File: config.mk
export PLATFORM = sky130hd
export DESIGN_NAME = fifo_rd_ctrl
export DESIGN_NICKNAME = d
export VERILOG_FILES = /design/src/rtl/fifo_rd_ctrl.sv
export SDC_FILE = /design/constraint.sdc
export NUM_CORES = 1
export LEC_CHECK = 0
export BUFFER_PORTS_ARGS = -buffer_cell sky130_fd_sc_hd__buf_2
export CELL_PAD_IN_SITES_DETAIL_PLACEMENT = 0
export CELL_PAD_IN_SITES_GLOBAL_PLACEMENT = 1
export CORE_MARGIN = 10
export CORE_UTILIZATION = 40
export CTS_BUF_LIST = sky130_fd_sc_hd__clkbuf_4 sky130_fd_sc_hd__clkbuf_8 sky130_fd_sc_hd__clkbuf_16
export DETAILED_ROUTE_END_ITERATION = 7
export PLACE_DENSITY_LB_ADDON = 0.25
export REMOVE_ABC_BUFFERS = 1
export SLEW_MARGIN = 30
export SYNTH_ARGS = -nofsm -noshare
export SYNTH_HDL_FRONTEND = slang
export SYNTH_SLANG_ARGS = --single-unit
File: constraint.sdc
create_clock -name clk -period 5.05 [get_ports clk]
set_input_delay 1.01 -clock clk [delete_from_list [all_inputs] [get_ports clk]]
set_output_delay 1.01 -clock clk [all_outputs]
set_load 0.05 [all_outputs]
File: src/rtl/fifo_rd_ctrl.sv
// fifo_rd_ctrl: read-side controller for a flagless single-clock FIFO.
// Mirrors the FIFO write strobe to track occupancy, issues read strobes
// while data is present, and absorbs the FIFO's one-cycle read latency in a
// two-entry skid buffer that feeds a valid/ready output stream.
module fifo_rd_ctrl #(
    parameter int DW    = 8,
    parameter int DEPTH = 16,
    parameter int CW    = 5
) (
    input  logic          clk,
    input  logic          rst_n,
    input  logic          wr_en_mon,
    output logic          rd_en,
    input  logic [DW-1:0] fifo_dout,
    output logic          m_valid,
    output logic [DW-1:0] m_data,
    input  logic          m_ready,
    output logic [CW-1:0] count,
    output logic          empty,
    output logic          full,
    output logic          overflow
);

    localparam logic [CW-1:0] DEPTH_C = CW'(DEPTH);

    logic [CW-1:0] occ_q, occ_d;
    logic [1:0]    buf_cnt_q, buf_cnt_d;
    logic          inflight_q, inflight_d;
    logic          overflow_q, overflow_d;
    logic [DW-1:0] buf0_q, buf0_d;
    logic [DW-1:0] buf1_q, buf1_d;
    logic          pop;
    logic [2:0]    pending;

    // Read strobe: only while the FIFO holds data and the buffer will have room
    // for the returning word once this cycle's pop has been accounted for.
    always_comb begin
        pop     = (buf_cnt_q != 2'd0) && m_ready;
        pending = {1'b0, buf_cnt_q} + {2'b00, inflight_q} - {2'b00, pop};
        rd_en   = (occ_q != '0) && (pending < 3'd2);
    end

    // Occupancy tracking; a write into a full FIFO with no read is sticky overflow.
    always_comb begin
        occ_d      = occ_q;
        overflow_d = overflow_q;
        if (wr_en_mon && !rd_en) begin
            if (occ_q == DEPTH_C) begin
                overflow_d = 1'b1;
            end else begin
                occ_d = occ_q + CW'(1);
            end
        end else if (!wr_en_mon && rd_en) begin
            occ_d = occ_q - CW'(1);
        end
    end

    // Skid buffer: word returning from the FIFO is pushed, head is popped on accept.
    always_comb begin
        inflight_d = rd_en;
        buf0_d     = buf0_q;
        buf1_d     = buf1_q;
        buf_cnt_d  = buf_cnt_q;
        case ({inflight_q, pop})
            2'b01: begin
                buf0_d    = buf1_q;
                buf_cnt_d = buf_cnt_q - 2'd1;
            end
            2'b10: begin
                if (buf_cnt_q == 2'd0) begin
                    buf0_d    = fifo_dout;
                    buf_cnt_d = 2'd1;
                end else if (buf_cnt_q == 2'd1) begin
                    buf1_d    = fifo_dout;
                    buf_cnt_d = 2'd2;
                end
            end
            2'b11: begin
                if (buf_cnt_q == 2'd1) begin
                    buf0_d = fifo_dout;
                end else begin
                    buf0_d = buf1_q;
                    buf1_d = fifo_dout;
                end
            end
            default: begin
            end
        endcase
    end

    // State registers, cleared asynchronously together with the FIFO pointers.
    always_ff @(posedge clk or negedge rst_n) begin
        if (!rst_n) begin
            occ_q      <= '0;
            buf_cnt_q  <= 2'd0;
            inflight_q <= 1'b0;
            overflow_q <= 1'b0;
            buf0_q     <= '0;
            buf1_q     <= '0;
        end else begin
            occ_q      <= occ_d;
            buf_cnt_q  <= buf_cnt_d;
            inflight_q <= inflight_d;
            overflow_q <= overflow_d;
            buf0_q     <= buf0_d;
            buf1_q     <= buf1_d;
        end
    end

    // Status and stream outputs come straight from registered state.
    always_comb begin
        m_valid  = (buf_cnt_q != 2'd0);
        m_data   = buf0_q;
        count    = occ_q + CW'(buf_cnt_q) + CW'(inflight_q);
        empty    = (occ_q == '0);
        full     = (occ_q == DEPTH_C);
        overflow = overflow_q;
    end

endmodule

==> impl_metrics.ini, run 1 <==
[run_status]
outcome = completed

[timing]
fmax_mhz = 222
final-setup-viol-count = 0
layout_worst_path_cycle_share = 0.891
fin_skew_ns = 0.00354
rsz0062_at_grt = false
period_minus_slack_ns = 4.50
fin_hold_ws_ns = 0.481
worst_pin_slew_ns = 0.711
maxSlewViolCount = 0
tns_ns = 0
slew_headroom = 0.513
hold_viol = 0

[clock_network]
clk_pin_slew_ns = 0.09
insertion_delay_ns = 0.27
cts.path.max_buffers = 2
clock-sinks = 25
cts_resized = 0
root_buffer = clkbuf_8
cts_buffers = 3
cts_setup_buffers = 0
cts.htree.levels = 1
hold_buffers = 0
cts_tree = yes

[worst_setup_path]
r2r-end = occ_q[4]
setup.worst_path.end_class = primary output
arrival_ns = 3.49
r2r_slack_ns = 0.68
critPathRequiredTime_ns = 4.04
r2r_cells = 15
timing.rr.start = buf_cnt_q[1]
start_kind = register
critical_path_class = register to primary output
path_max_fanout = 7

[die]
dieArea_um2 = 6570
ios = 30
core_area_um2 = 3630
die_h_um = 81.0
rows = 22
die_w_um = 81.0
start_util = 0.410

[route]
drt_iter0_drc = 32
via_per_inst = 5.22
num_vias = 1148
drtPass1Iterations = 4
wire_per_inst_um = 14.0
post-route-drc-count = 0
ant_nets = 0
routed_wl_um = 3080

[placed_design]
placed_area_um2 = 1680
port_buffers = 29
gp_congestion = 0.877
hpwlAfterDp_um = 2490

[finish]
design_area_um2 = 1740
fillers = 362
syn_to_final_growth_pct = 16.5
mostFrequentLayoutCells = buf_2, dfrtp_1, nand2_1
drive_gt1_frac = 0.279
final_common_cell = buf_2
diodes = 0
nNetsFinal = 196

[synthesis]
ys_types = 37
ys_seq_area_frac = 0.420
synth_area_per_cell_um2 = 10.5
netlist_top_cells_area = dfrtp_1, mux2_2, ha_1
synth_top_area_share = 0.420
synth_largest_area_cell = dfrtp_1
synthesis.area_um2 = 1490
synth-edff-count = 0
synth_cells = 142
yosys_warnings = 0
synthFlopType = dfrtp_1
async_reset_ff_frac = 1.00
yosys_register_bits = 25

[grt]
grt.total_usage = 0.103
grt-ovfl-total = 0
antenna_found_initial = 0
grt_pass1_vias = 1201
grt_max_degree = 26
grt_pass1_wl_um = 5430

[hold_path]
hold_class = register to register
min_from = overflow
whs_endpoint = overflow
min_path_cells = 1

[run]
maxCapViolations = 0
## worst max-delay path, stage by stage (launching register included)
cell      delay, ns
dfrtp_1        0.49
inv_1          0.12
ha_1           0.28
nor2b_1        0.24
inv_1          0.11
ha_1           0.27
nand2b_1       0.16
fa_1           0.41
xnor2_1        0.40
nand2_1        0.23
nor2_1         0.20
buf_2          0.30
## final cells by class
cell class                      instances  area (um^2)  share of cell area
Timing Repair Buffer                   29          145              0.0836
Sequential cell                        25          626               0.360
Tap cell                               48         60.1              0.0346
Inverter                                9         33.8              0.0195
Clock inverter                          1         7.51             0.00433
Multi-Input combinational cell        105          822               0.474
Clock buffer                            3         41.3              0.0238
## worst max-delay path by stage
stage                 startpoint        to  slack (ns)  depth (start not counted)
floorplan                m_ready     rd_en        0.76                          8
global placement         m_ready  occ_q[4]        0.66                         14
detailed placement       m_ready  occ_q[4]        0.50                         14
CTS                 buf_cnt_q[1]     rd_en        0.57                         11
global route        buf_cnt_q[1]     rd_en        0.13                         11
finish              buf_cnt_q[1]     rd_en        0.55                         11
## synthesized netlist by cell type, types with 3 or more instances
master,count
inv_1,9
mux2i_1,3
a22oi_1,8
nor2b_1,3
nand3_1,3
nor2_1,5
dfrtp_1,25
fa_1,4
nand2_1,14
o21ai_0,11
mux2_2,9
a21oi_1,6
xnor2_1,5
ha_1,7
## stage by stage
stage | worst slack (ns) | cells | util
after floorplan | 0.760 | 139 | -
after global placement | 0.661 | 216 | 0.463
after detailed placement | 0.498 | 216 | 0.463
after CTS | 0.575 | 220 | 0.477
after global routing | 0.135 | 220 | 0.478
final | 0.552 | 220 | 0.478
## layer usage
metal | part of all wire | global-route usage
met1 | 0.44 | 0.123
met2 | 0.50 | 0.175
met3 | 0.047 | 0.0276
met4 | 0.0088 | 0.0381
met5 | 0 | 0
## registers in the layout (all words and copies together), names as in the netlist
name	count
buf1_q	8
m_data	8
buf_cnt_q	2
inflight_q	1
overflow	1
occ_q	5
## cell families (layout without fill, tap and decap cells)
| group | count (synthesis) | after routing | share of synthesized area |
|---|---|---|---|
| AO/OA/AOI/OAI | 40 | 40 | 0.189 |
| adder cells (fa/ha/maj) | 11 | 11 | 0.113 |
| flip-flops | 25 | 25 | 0.420 |
| multiplexers | 12 | 12 | 0.0882 |
| buffers and inverters | 12 | 42 | 0.0311 |
| AND/OR/NAND/NOR | 35 | 35 | 0.118 |
| XOR/XNOR | 7 | 7 | 0.0411 |
Power of run 1 is left out: the tool's default activity adds up to more than one toggle a clock period on the data nets, which glitch-free logic cannot reach.
==> inputs of run 2 (changes only) <==
Settings changed: CORE_UTILIZATION 40 to 35.
==> run 2 against run 1 <==
Worst setup slack better by 0.00061 ns. Non-clock buffer count stayed put. Global-route usage shrank 0.84 points. Critical path depth unchanged. Fmax barely moved. Sequential share of layout area decreased by 0.052 points. Flip-flop and latch count unchanged. Via count is 1.8% higher. Critical endpoint unchanged. Core utilization shrank 4.9 points. Worst hold slack worse by 0.0075 ns.
==> impl_metrics.ini, run 2 (synthesis gave the netlist of run 1 again) <==
[grt]
grt_pass1_vias = 1216
grt_max_degree = 26
grt_pass1_wl_um = 5850
grt.total_usage = 0.0950
antenna_found_initial = 0
grt-ovfl-total = 0

[worst_setup_path]
setup.worst_path.end_class = primary output
path_max_fanout = 7
start_kind = register
critical_path_class = register to primary output
critPathRequiredTime_ns = 4.04
arrival_ns = 3.49

[finish]
mostFrequentLayoutCells = buf_2, dfrtp_1, nand2_1
multi_input_area_um2 = 822
regArea_um2 = 626
diodes = 0
drive_gt1_frac = 0.279
final_common_cell = buf_2
syn_to_final_growth_pct = 16.6
nNetsFinal = 196
fillers = 414
design_area_um2 = 1740

[timing]
final-setup-viol-count = 0
maxSlewViolCount = 0
fin_skew_ns = 0.00692
layout_worst_path_cycle_share = 0.891
fin_hold_ws_ns = 0.474
worst_pin_slew_ns = 0.795
slew_headroom = 0.455
hold_viol = 0
fmax_mhz = 222
period_minus_slack_ns = 4.50
tns_ns = 0
rsz0062_at_grt = false

[placed_design]
placed_area_um2 = 1690
gp_congestion = 0.794
hpwlAfterDp_um = 2630
port_buffers = 29

[route]
via_per_inst = 5.27
ant_nets = 0
drt_iter0_drc = 66
routed_wl_um = 3350
num_vias = 1169
wire_per_inst_um = 15.1
drtPass1Iterations = 4
post-route-drc-count = 0

[run_status]
outcome = completed

[run]
maxCapViolations = 0

[clock_network]
cts_resized = 0
cts.htree.levels = 1
clock-sinks = 25
cts.path.max_buffers = 2
cts_tree = yes
cts_buffers = 3
clk_pin_slew_ns = 0.09
hold_buffers = 0
root_buffer = clkbuf_8
cts_setup_buffers = 0
insertion_delay_ns = 0.28

[die]
core_area_um2 = 4060
start_util = 0.367
die_w_um = 85.3
rows = 23
dieArea_um2 = 7270
ios = 30
die_h_um = 85.3

[hold_path]
hold_class = register to register
run 2: cell counts in the layout (fill, tap and decap cells not counted):
No cell type changed its count.
run 2: worst paths after layout:
check                        startpoint           end  slack (ns)  depth (start not counted)
max                        buf_cnt_q[1]         rd_en        0.55                         11
min                            overflow      overflow        0.47                          1
max in group asynchronous         rst_n     buf1_q[0]        3.95                          1
min in group asynchronous         rst_n  buf_cnt_q[1]        0.72                          1
min reg2reg                    overflow      overflow        0.47                          1
max reg2reg                buf_cnt_q[1]      occ_q[4]        0.61                         15
run 2: cell type report:
type | count | share of cell area
clock inverters | 1 | 0.00432
inverters | 9 | 0.0194
flip-flops and latches | 25 | 0.360
multi-input cells | 105 | 0.473
repair buffers | 29 | 0.0835
well taps | 50 | 0.0360
clock buffers | 3 | 0.0238
run 2: worst max-delay path, stage by stage, from the launching register on:
cell and delay [ns]:
dfrtp_1 0.52, inv_1 0.12, ha_1 0.28, nor2b_1 0.25
inv_1 0.11, ha_1 0.27, nand2b_1 0.16, fa_1 0.41
xnor2_1 0.39, nand2_1 0.23, nor2_1 0.18, buf_2 0.29
run 2: per-stage QoR:
stage | cells | utilization | setup slack, ns
finish | 222 | 0.428 | 0.553
global route | 222 | 0.428 | 0.0859
CTS | 222 | 0.428 | 0.529
detailed placement | 218 | 0.416 | 0.433
global placement | 218 | 0.415 | 0.667
floorplan | 139 | - | 0.760
run 2: routing by layer:
layer,vias to the layer above,global-route usage,wire length [um]
li1,577,-,-
met1,565,0.111,1490
met2,22,0.166,1680
met3,5,0.0220,144
met4,0,0.0314,45
met5,-,0,0
Power of run 2 is left out for the same reason.
==> inputs of run 3 (changes only) <==
Clock period 5.05 ns to 5.3 ns, I/O delays scaled along.
==> run 3 against run 2 <==
Via count down 0.86%. Worst setup slack improved by 0.17 ns. Flip-flop and latch count unchanged. Routed wire length is 1.8% lower. Clock-buffer cell count stayed put. First-iteration DRC count down 52%. Critical endpoint unchanged. Largest cell class unchanged.
==> impl_metrics.ini, run 3 (synthesis gave the netlist of run 1 again) <==
[run_status]
outcome = completed

[clock_network]
cts_setup_buffers = 0
insertion_delay_ns = 0.27
root_buffer = clkbuf_8
clock-sinks = 25
cts.path.max_buffers = 2
cts.htree.levels = 1
cts_resized = 0
clk_pin_slew_ns = 0.09
hold_buffers = 0
cts_tree = yes
cts_buffers = 3

[timing]
fin_hold_ws_ns = 0.480
layout_worst_path_cycle_share = 0.864
period_minus_slack_ns = 4.58
slew_headroom = 0.513
hold_viol = 0
worst_pin_slew_ns = 0.710
rsz0062_at_grt = false
fin_skew_ns = 0.00500
maxSlewViolCount = 0
fmax_mhz = 218
tns_ns = 0
final-setup-viol-count = 0
fin_ws_ns = 0.720

[worst_setup_path]
crit_chain = inv_1, ha_1, nor2b_1, inv_1, ha_1, nand2b_1, fa_1, xnor2_1, nand2_1, nor2_1, buf_2
critPathRequiredTime_ns = 4.24
critical_path_class = register to primary output
cp.buffers_inverters = 3
cp_slowest_cell = dfrtp_1
start_kind = register
critPathMaxStageDelay_ns = 0.52
critPathTopFamily = adder cells
arrival_ns = 3.52
setup.worst_path.end_class = primary output
path_max_fanout = 7
r2r_slack_ns = 0.86

[placed_design]
place_ws_ns = 0.674
hpwlAfterDp_um = 2560
gp_congestion = 0.822
port_buffers = 29

[grt]
grt_pass1_wl_um = 5640
grt_max_degree = 26
grt.total_usage = 0.0919
antenna_found_initial = 0
grt-ovfl-total = 0
grt_pass1_vias = 1186

[die]
die_w_um = 85.3
rows = 23
ios = 30
dieArea_um2 = 7270
core_area_um2 = 4060
start_util = 0.367
die_h_um = 85.3

[route]
m1WireLength_um = 1510
drt_iter0_drc = 32
wire_per_inst_um = 14.8
via_per_inst = 5.22
highest_layer = met4
drtPass1Iterations = 4
wl_met2_um = 1560
routed_wl_um = 3290
ant_nets = 0
wl_met3_um = 195
num_vias = 1159
post-route-drc-count = 0

[hold_path]
hold_class = register to register

[finish]
regArea_um2 = 626
fin_util = 0.428
multi_input_area_um2 = 822
nNetsFinal = 196
fillers = 401
final_common_cell = buf_2
drive_gt1_frac = 0.279
syn_to_final_growth_pct = 16.6
mostFrequentLayoutCells = buf_2, dfrtp_1, nand2_1
diodes = 0

[run]
maxCapViolations = 0
## run 3: cell counts in the layout (fill, tap and decap cells not counted)
No cell type changed its count.
## run 3: per-layer routing
metal,global-route usage,vias up
li1,-,581
met3,0.0287,4
met5,0,-
met2,0.149,20
met1,0.111,554
met4,0.0314,0
## run 3: area by class of cell
cell class                 count  share of cell area
tap                           50              0.0360
sequential                    25               0.360
inverter                       9              0.0194
timing repair buffer          29              0.0835
clock inverter                 1             0.00432
clock buffer                   3              0.0238
multi-input combinational    105               0.473
## run 3: worst min-delay path, stage by stage, from the launching register on
cell and delay (ns):
dfrtp_1 0.35, nand2_1 0.04, o21ai_0 0.06
## run 3: path summary, 6_finish.rpt
kind | from | endpoint | depth (start not counted)
min reg2reg | m_data[4] | m_data[4] | 2
min | m_data[4] | m_data[4] | 2
max | buf_cnt_q[1] | rd_en | 11
max reg2reg | buf_cnt_q[1] | occ_q[4] | 15
min in group asynchronous | rst_n | occ_q[1] | 1
max in group asynchronous | rst_n | buf1_q[7] | 1
## run 3: through the flow
step                      std cells  instance area, um^2
after detailed placement        218                 1690
after CTS                       222                 1730
after global placement          218                 1690
after global routing            222                 1740
final                           222                 1740
after floorplan                 139                 1480
Power of run 3 is left out for the same reason.
